### src/rtl/nrisc_pkg.sv
// Shared definitions for the nRISC fetch/execute sequencer: FSM state
// encodings, program-space bounds and fault codes.
package nrisc_pkg;

    typedef enum logic [2:0] {
        ST_IDLE   = 3'd0,
        ST_FETCH  = 3'd1,
        ST_WAIT   = 3'd2,
        ST_DECODE = 3'd3,
        ST_EXEC   = 3'd4,
        ST_HALT   = 3'd5
    } state_e;

    localparam logic [7:0] PC_BASE = 8'h80;
    localparam logic [7:0] PC_MAX  = 8'hFF;

    localparam logic [1:0] FAULT_NONE    = 2'b00;
    localparam logic [1:0] FAULT_RANGE   = 2'b01;
    localparam logic [1:0] FAULT_TIMEOUT = 2'b10;

    // Program space is 0x80..0xFF, so membership is simply bit 7.
    function automatic logic in_prog_space(input logic [7:0] addr);
        return addr[7];
    endfunction

endpackage

### src/rtl/pc_next.sv
// Next-PC selection: jump beats branch beats increment. The increment wraps
// from the top of program space back to its base and so can never fault;
// only jump/branch targets are range checked.
module pc_next
    import nrisc_pkg::*;
(
    input  logic [7:0] i_pc,
    input  logic       i_jump,
    input  logic [7:0] i_jump_target,
    input  logic       i_br_taken,
    input  logic [7:0] i_br_target,
    output logic [7:0] o_next_pc,
    output logic       o_range_err
);

    logic [7:0] w_incr;

    // Wrapped increment and priority select with range check.
    always_comb begin
        w_incr      = 8'h00;
        o_next_pc   = 8'h00;
        o_range_err = 1'b0;
        if (i_pc == PC_MAX) begin
            w_incr = PC_BASE;
        end else begin
            w_incr = i_pc + 8'd1;
        end
        if (i_jump) begin
            o_next_pc = i_jump_target;
        end else if (i_br_taken) begin
            o_next_pc = i_br_target;
        end else begin
            o_next_pc = w_incr;
        end
        if (in_prog_space(o_next_pc)) begin
            o_range_err = 1'b0;
        end else begin
            o_range_err = 1'b1;
        end
    end

endmodule

### src/rtl/pc_sequencer.sv
// Multicycle fetch/execute sequencer for the nRISC core. Owns the program
// counter and instruction register, handshakes with instruction memory and
// halts with a sticky fault on an out-of-range target or a fetch timeout.
module pc_sequencer
    import nrisc_pkg::*;
#(
    parameter logic [7:0]  RESET_PC     = 8'h80,
    parameter int unsigned IMEM_TIMEOUT = 15
) (
    input  logic       clock,
    input  logic       reset,
    input  logic       imem_ack,
    input  logic [7:0] instr,
    input  logic       br_taken,
    input  logic [7:0] br_target,
    input  logic       jump,
    input  logic [7:0] jump_target,
    input  logic       stall,
    input  logic       halt,
    output logic       imem_req,
    output logic [7:0] pc,
    output logic [7:0] ir,
    output logic       instr_valid,
    output logic       pc_write,
    output logic       fault,
    output logic [1:0] fault_code,
    output logic [2:0] state
);

    // Count value seen on the last WAIT cycle before a timeout is declared.
    localparam logic [7:0] TMO_LAST = 8'(IMEM_TIMEOUT - 1);

    state_e     r_state;
    logic [7:0] r_pc;
    logic [7:0] r_ir;
    logic [7:0] r_tcnt;
    logic       r_imem_req;
    logic       r_instr_valid;
    logic       r_pc_write;
    logic       r_fault;
    logic [1:0] r_fault_code;

    logic [7:0] w_next_pc;
    logic       w_range_err;

    pc_next u_pc_next (
        .i_pc          (r_pc),
        .i_jump        (jump),
        .i_jump_target (jump_target),
        .i_br_taken    (br_taken),
        .i_br_target   (br_target),
        .o_next_pc     (w_next_pc),
        .o_range_err   (w_range_err)
    );

    // Sequencer FSM with PC/IR, timeout counter and all registered outputs.
    always_ff @(posedge clock or negedge reset) begin
        if (!reset) begin
            r_state       <= ST_IDLE;
            r_pc          <= RESET_PC;
            r_ir          <= 8'h00;
            r_tcnt        <= 8'd0;
            r_imem_req    <= 1'b0;
            r_instr_valid <= 1'b0;
            r_pc_write    <= 1'b0;
            r_fault       <= 1'b0;
            r_fault_code  <= FAULT_NONE;
        end else begin
            r_instr_valid <= 1'b0;
            r_pc_write    <= 1'b0;
            case (r_state)
                ST_IDLE: begin
                    r_state    <= ST_FETCH;
                    r_imem_req <= 1'b1;
                end
                ST_FETCH: begin
                    r_state    <= ST_WAIT;
                    r_imem_req <= 1'b1;
                    r_tcnt     <= 8'd0;
                end
                ST_WAIT: begin
                    // An ack on the final permitted cycle still counts.
                    if (imem_ack) begin
                        r_ir          <= instr;
                        r_instr_valid <= 1'b1;
                        r_imem_req    <= 1'b0;
                        r_state       <= ST_DECODE;
                    end else if (r_tcnt == TMO_LAST) begin
                        if (!r_fault) begin
                            r_fault      <= 1'b1;
                            r_fault_code <= FAULT_TIMEOUT;
                        end else begin
                            r_fault      <= r_fault;
                        end
                        r_imem_req <= 1'b0;
                        r_state    <= ST_HALT;
                    end else begin
                        r_tcnt <= r_tcnt + 8'd1;
                    end
                end
                ST_DECODE: begin
                    r_state <= ST_EXEC;
                end
                ST_EXEC: begin
                    // Stall has absolute priority: nothing moves while it is high.
                    if (stall) begin
                        r_state <= ST_EXEC;
                    end else if (w_range_err) begin
                        if (!r_fault) begin
                            r_fault      <= 1'b1;
                            r_fault_code <= FAULT_RANGE;
                        end else begin
                            r_fault      <= r_fault;
                        end
                        r_state <= ST_HALT;
                    end else begin
                        r_pc       <= w_next_pc;
                        r_pc_write <= 1'b1;
                        if (halt) begin
                            r_state <= ST_HALT;
                        end else begin
                            r_state    <= ST_FETCH;
                            r_imem_req <= 1'b1;
                        end
                    end
                end
                ST_HALT: begin
                    r_imem_req <= 1'b0;
                end
                default: begin
                    r_imem_req <= 1'b0;
                    r_state    <= ST_HALT;
                end
            endcase
        end
    end

    assign imem_req    = r_imem_req;
    assign pc          = r_pc;
    assign ir          = r_ir;
    assign instr_valid = r_instr_valid;
    assign pc_write    = r_pc_write;
    assign fault       = r_fault;
    assign fault_code  = r_fault_code;
    assign state       = r_state;

endmodule

### config.mk
export PLATFORM = sky130hd
export DESIGN_NAME = pc_sequencer
export DESIGN_NICKNAME = d
export VERILOG_FILES = /design/src/rtl/nrisc_pkg.sv /design/src/rtl/pc_next.sv /design/src/rtl/pc_sequencer.sv
export SDC_FILE = /design/constraint.sdc
export NUM_CORES = 1
export LEC_CHECK = 0
export ABC_AREA = 1
export BUFFER_PORTS_ARGS = -buffer_cell sky130_fd_sc_hd__buf_2
export CAP_MARGIN = 20
export CELL_PAD_IN_SITES_DETAIL_PLACEMENT = 0
export CELL_PAD_IN_SITES_GLOBAL_PLACEMENT = 2
export CORE_ASPECT_RATIO = 0.9
export CORE_MARGIN = 2
export CORE_UTILIZATION = 29
export CTS_BUF_LIST = sky130_fd_sc_hd__clkbuf_4
export DETAILED_ROUTE_END_ITERATION = 7
export GPL_ROUTABILITY_DRIVEN = 0
export MAX_ROUTING_LAYER = met4
export PLACE_DENSITY = 0.84
export SETUP_SLACK_MARGIN = 0.2
export SYNTH_ARGS = -nofsm -noshare
export SYNTH_HDL_FRONTEND = slang
export SYNTH_SLANG_ARGS = --single-unit
### constraint.sdc
create_clock -name clock -period 1.67 [get_ports clock]
set_input_delay 0.334 -clock clock [delete_from_list [all_inputs] [get_ports clock]]
set_output_delay 0.334 -clock clock [all_outputs]
set_load 0.005 [all_outputs]
After elaboration in Yosys (flattened, before gate mapping)
Cells that the tools add are included.
{"block": "totals", "memories": 0, "rom_bits": 0, "register_bits": 32, "out_inout_bits": 25, "latchBits": 0, "ramBits": 0, "inputBits": 31}
{"block": "op_classes", "bitwise_logic": 3, "mux": 35, "eq_ne": 17, "n_reduce_logical": 11, "order_cmp": 0, "addsub": 2, "mul": 0, "n_shift": 0, "div": 0}
{"operator": "$mux 8", "n": 5}
{"operator": "$pmux 3 s6", "n": 1}
{"operator": "$add 8x1->8 const B", "n": 2}
{"operator": "$ne 2x2->1 const B", "n": 8}
{"operator": "$pmux 8 s2", "n": 1}
{"operator": "$mux 3", "n": 5}
{"operator": "$mux 1", "n": 14}
{"operator": "$mux 2", "n": 6}
{"operator": "$reduce_and 5->1", "n": 2}
{"operator": "$eq 8x4->1 const B", "n": 1}
{"operator": "$eq 7x7->1 const B", "n": 1}
{"operator": "$reduce_and 7->1", "n": 1}
{"operator": "$eq 3x2->1 const B", "n": 2}
{"operator": "$eq 3x3->1 const B", "n": 2}
{"operator": "$reduce_and 3->1", "n": 2}
{"operator": "$pmux 1 s4", "n": 1}
{"operator": "$pmux 2 s2", "n": 1}
{"operator": "$reduce_and 2->1", "n": 2}
{"operator": "$reduce_bool 2->1", "n": 2}
{"operator": "$eq 3x1->1 const B", "n": 1}
{"operator": "$logic_not 3->1", "n": 1}
{"operator": "$ne 3x3->1 const B", "n": 1}
{"operator": "$not 1->1", "n": 3}
{"operator": "$ne 2x1->1 const B", "n": 1}
{"operator": "2 further kinds", "n": 2}

Longest topological paths before layout
{"block": "logic_depth", "depth_word": 7, "depth_mapped": 9}

Modules after synthesis
Synthesis repeated with hierarchy kept, for this count alone.
{"block": "hier_totals", "hier_cells": 259, "area_unflattened_um2": 1901.8}
{"module": "pc_sequencer", "area_each_um2": 1511.4, "cells_each": 184, "n_inst": 1}
{"module": "pc_next", "area_each_um2": 390.4, "cells_each": 75, "n_inst": 1}

Worst setup path before layout
No wires, ideal clock.
{"block": "synth_path", "kind": "register to register", "startpoint": "register r_pc[0], in the netlist pc[0]", "endpoint": "register r_pc[0], in the netlist pc[0]", "required_time_ns": 1.543, "arrival_ns": 1.332, "slack_ns": 0.210, "stages_incl_launch_ff": 10, "synth_period_minus_slack_ns": 1.460, "setup_time_ns": 0.127, "path_cell_list": "dfrtp_1 > ha_1 > nand3_1 > nor2_1 > o21bai_2 > nand2_1 > nand2_2 > buf_6 > nand2_1 > o21ai_0"}
{"block": "synth_between", "elab_chain_cells": 5, "elab_cells_between_ends": 6, "cone_classes": "add/sub (1); eq/ne (1); mux (3); reduce/logical (1)"}
{"item": "from (decl)", "line": "pc_sequencer.sv:34", "source": "logic [7:0] r_pc;"}
{"item": "from (signal assigned)", "line": "pc_sequencer.sv:117", "source": "r_pc <= w_next_pc;"}
{"item": "$add 8x1->8 or $eq 7x7->1 (tied branches)", "line": "pc_next.sv:26, pc_next.sv:23"}
{"item": "$mux 8 *", "line": "pc_next.sv:23", "source": "if (i_pc == PC_MAX) begin"}
{"item": "$mux 8 *", "line": "pc_next.sv:30", "source": "end else if (i_br_taken) begin"}
{"item": "$mux 8 *", "line": "pc_next.sv:28", "source": "if (i_jump) begin"}
{"item": "$reduce_and 3->1 (no source line)"}
Every way passes the cells marked *; elsewhere a longest branch is shown, timed or not.
A chain may end at the register's enable or synchronous reset.

Worst setup path in the final report
{"block": "layout_path", "startpoint": "register r_pc[1], in the netlist pc[1]", "endpoint": "output pc[1]"}
{"item": "to (decl)", "line": "pc_sequencer.sv:21", "source": "output logic [7:0] pc,"}
No word-level cell between the ends.

==> metrics <==
PwrDens=approximately 1300 nW/um^2; CTS buffer count=5; clock sinks=32; largest net degree at the start of global routing=33; post-synth top area share=0.4591; Hold Path Depth=3; worst path required time=roughly 1.3 ns; slowest cell delay on critical path=0.46 ns; share of flip-flops with an asynchronous set or reset=1.000; sequential area share after synthesis=0.4591; fin nets=around 350; CTS tree=yes; RR Endpoint=pc[2]; Reg2Reg Setup Slack=roughly 0.17 ns; Filler Cell Count=610; Syn Area/Cell=between 7 and 8 sq um; Max Cap Viol=0; Mapped Area=roughly 1700 sq um; combinational share of power=0.435; reg2reg start=pc[1]; Setup Crit Path Kind=reg2out; Final min period=~1.5 ns; DP Wirelength=between 3 and 4 mm; worst min path class=in2reg; Synth Area in Simple Gates=0.3135; VDD IR max=~560 uV; clock skew=0.01289 ns; switching part of the total power=0.3918; DRT antenna net count=0; full die area=roughly 6700 sq um; Total GRT Usage=0.1485; most used cell, CP=buf_4; vias post-DR=roughly 1800; adder-cell area share of the yosys netlist=0.02152; number of global-route vias before repair=around 1700; Setup crit start kind=flip-flop; pre-CTS setup slack=0.03502 ns; layout cells sized above 1=0.3718; initial antenna violation count=0; Clk Latency, worst-skew pair=approximately 0.33 ns; ys flop type=dfrtp_1; status=finished with violations; count leader, synth=nand2_1; Pre-antenna DRT Iters=6; DRC viols=2; Worst path slowest cell=dfrtp_1; cell-internal power=a little under 0.002 W; min-delay src=instr[3]; worst-path cell chain=buf_4 > buf_4 > buf_2; Area growth syn-to-layout=42.18%; library cells used by synthesis=29; Critical Path Fanout Max=3; Iter 0 DRT Violations=80; main combinational cell family by area after synthesis=simple AND/OR/NAND/NOR gates; Clock Path Buffers=2; fin area=approximately 2500 sq um; Routed WL per cell=12.38 um; Antenna Cells=0; reg2reg path depth=9; setup violation total in the final timing report=0; Mapped Cells=between 200 and 250; # port buffers=54; post-synthesis compound-gate area fraction=0.1105; Yosys reg bits=32; Psw=about 0.0013 W; post-synthesis mux area share=0; CP Capture Type=output port; clk slew on worst S/H paths=approximately 0.11 ns; Core Rows=26; drt total wl=4.728 mm; Worst EP arrival=between 1 and 1.5 ns; vias per cell=4.613; Hold Path End=ir[3]; FMAX=about 660 MHz; Ports=56; placed cell area=between 2000 and 2500 sq um; ranking of synthesized cells by area=dfrtp_1 46%, nand2_1 16%, inv_1 5.4%; most common library cells after synthesis=76 x nand2_1, 32 x dfrtp_1, 25 x inv_1, 16 x o21ai_0, 15 x nand3_1; Tcrit/Tclk final=0.9136; Root Driver=clkbuf_4; core box area=roughly 5800 sq um; post-synth top area cell=dfrtp_1; clock share of power=0.183; failing checks=DRC; Die H=roughly 78 um; grt ovf=0; synth warn=0; Final Hold Vio Count=0; sequential share of power=0.382; first-pass GRT wire length=approximately 8 mm; setup ws final=between 0.1 and 0.15 ns; Lkg Pwr=around 1.3 nW; initial core utilization=0.3029; RSZ-0062 raised after global routing=yes; Fin Setup TNS=0 ns; Die Width=85.75 um; Post-synth EDFFs=0; Max Slew Vio Count=0; H-tree levels=2; xor and xnor area share after synthesis=0.01004; Synth Net Count=between 200 and 300
## worst max-delay path, delay by kind of cell (launching register included)
kind	cells	cell delay [ns]
buffers and inverters	3	0.40
flip-flops	1	0.46
## layout by cell type (no fill, tap or decap), drive strengths merged, types with 2 or more instances in the layout
cell    count
ha          3
clkbuf      5
nand3b      2
clkinv      2
xor2        2
nor3        3
nand3      18
buf        77
o21ai      17
o211ai      2
o21bai      2
a31oi       2
a21oi      11
nor2       15
nand2      81
inv        26
dfrtp      32
nand4       6
## per-stage QoR
stage / total power (W) / utilization / hold WS [ns] / instances
6_report: 0.003257 / 0.4307 / 0.1880 / 382
4_1_cts: 0.003065 / 0.4020 / 0.1778 / 373
5_1_grt: 0.003527 / 0.4307 / 0.1845 / 382
2_1_floorplan: 0.001867 / - / 0.03841 / 230
3_3_place_gp: 0.002318 / 0.3674 / 0.3035 / 354
3_5_place_dp: 0.002309 / 0.3674 / 0.3057 / 354
## power by group through the flow
stage | clock [W] | sequential (W) | combinational, W
2_1_floorplan | 0 | 0.00122 | 0.000642
3_3_place_gp | 0 | 0.00125 | 0.00107
3_5_place_dp | 0 | 0.00124 | 0.00107
4_1_cts | 0.000615 | 0.00122 | 0.00123
5_1_grt | 0.000651 | 0.00128 | 0.00160
6_report | 0.000596 | 0.00124 | 0.00142
## cell type report
| cell class | count | area (sq um) | area share |
|---|---|---|---|
| Sequential cell | 32 | 805.8 | 0.3249 |
| Clock inverter | 3 | 42.54 | 0.01715 |
| Clock buffer | 5 | 37.54 | 0.01514 |
| Tap cell | 70 | 87.58 | 0.03532 |
| Timing Repair Buffer | 78 | 469.2 | 0.1892 |
| Multi-Input combinational cell | 167 | 933.4 | 0.3764 |
| Inverter | 27 | 103.9 | 0.04188 |
## routing by layer
| metal | wire length, um | global-route usage | up-vias |
|---|---|---|---|
| li1 | - | - | 911 |
| met1 | 2312 | 0.2082 | 806 |
| met2 | 2182 | 0.2203 | 43 |
| met3 | 191 | 0.02872 | 2 |
| met4 | 41 | 0.03810 | 0 |
| met5 | 0 | - | - |
## worst max path at each step
stage / from / slack (ns) / to / cells after the start
2_1_floorplan: pc[0] / 0.21 / pc[0] / 9
3_3_place_gp: pc[2] / 0.06 / pc[2] / 9
6_report: pc[1] / 0.14 / pc[1] / 3
4_1_cts: pc[1] / 0.19 / pc[2] / 9
5_1_grt: pc[1] / 0.08 / fault_code[1] / 9
3_5_place_dp: pc[0] / 0.04 / pc[2] / 9
## kinds of logic (layout without fill, tap and decap cells)
family	Yosys count	after routing
and+or+nand+nor	124	126
buffers and inverters	33	113
xor gates and xnor gates	2	2
other	1	1
DFF	32	32
adders and majority gates	3	3
AOI/OAI and AO/OA	35	35
## state kept, by name (all words and copies together), names as in the netlist
name and flops:
ir 8, instr_valid 1, fault 1, r_tcnt 8, pc 7, imem_req 1
pc_write 1, state 3, fault_code 2
## repair_timing
item,in CTS,in global routing
endpoints found under the hold margin,32,0
endpoints found under the setup margin,15,29
gates resized for setup,10,29
setup buffers,8,9
pin swaps,8,11
gates cloned,2,0
hold buffers,1,0
(Power assumes the default switching activity.)
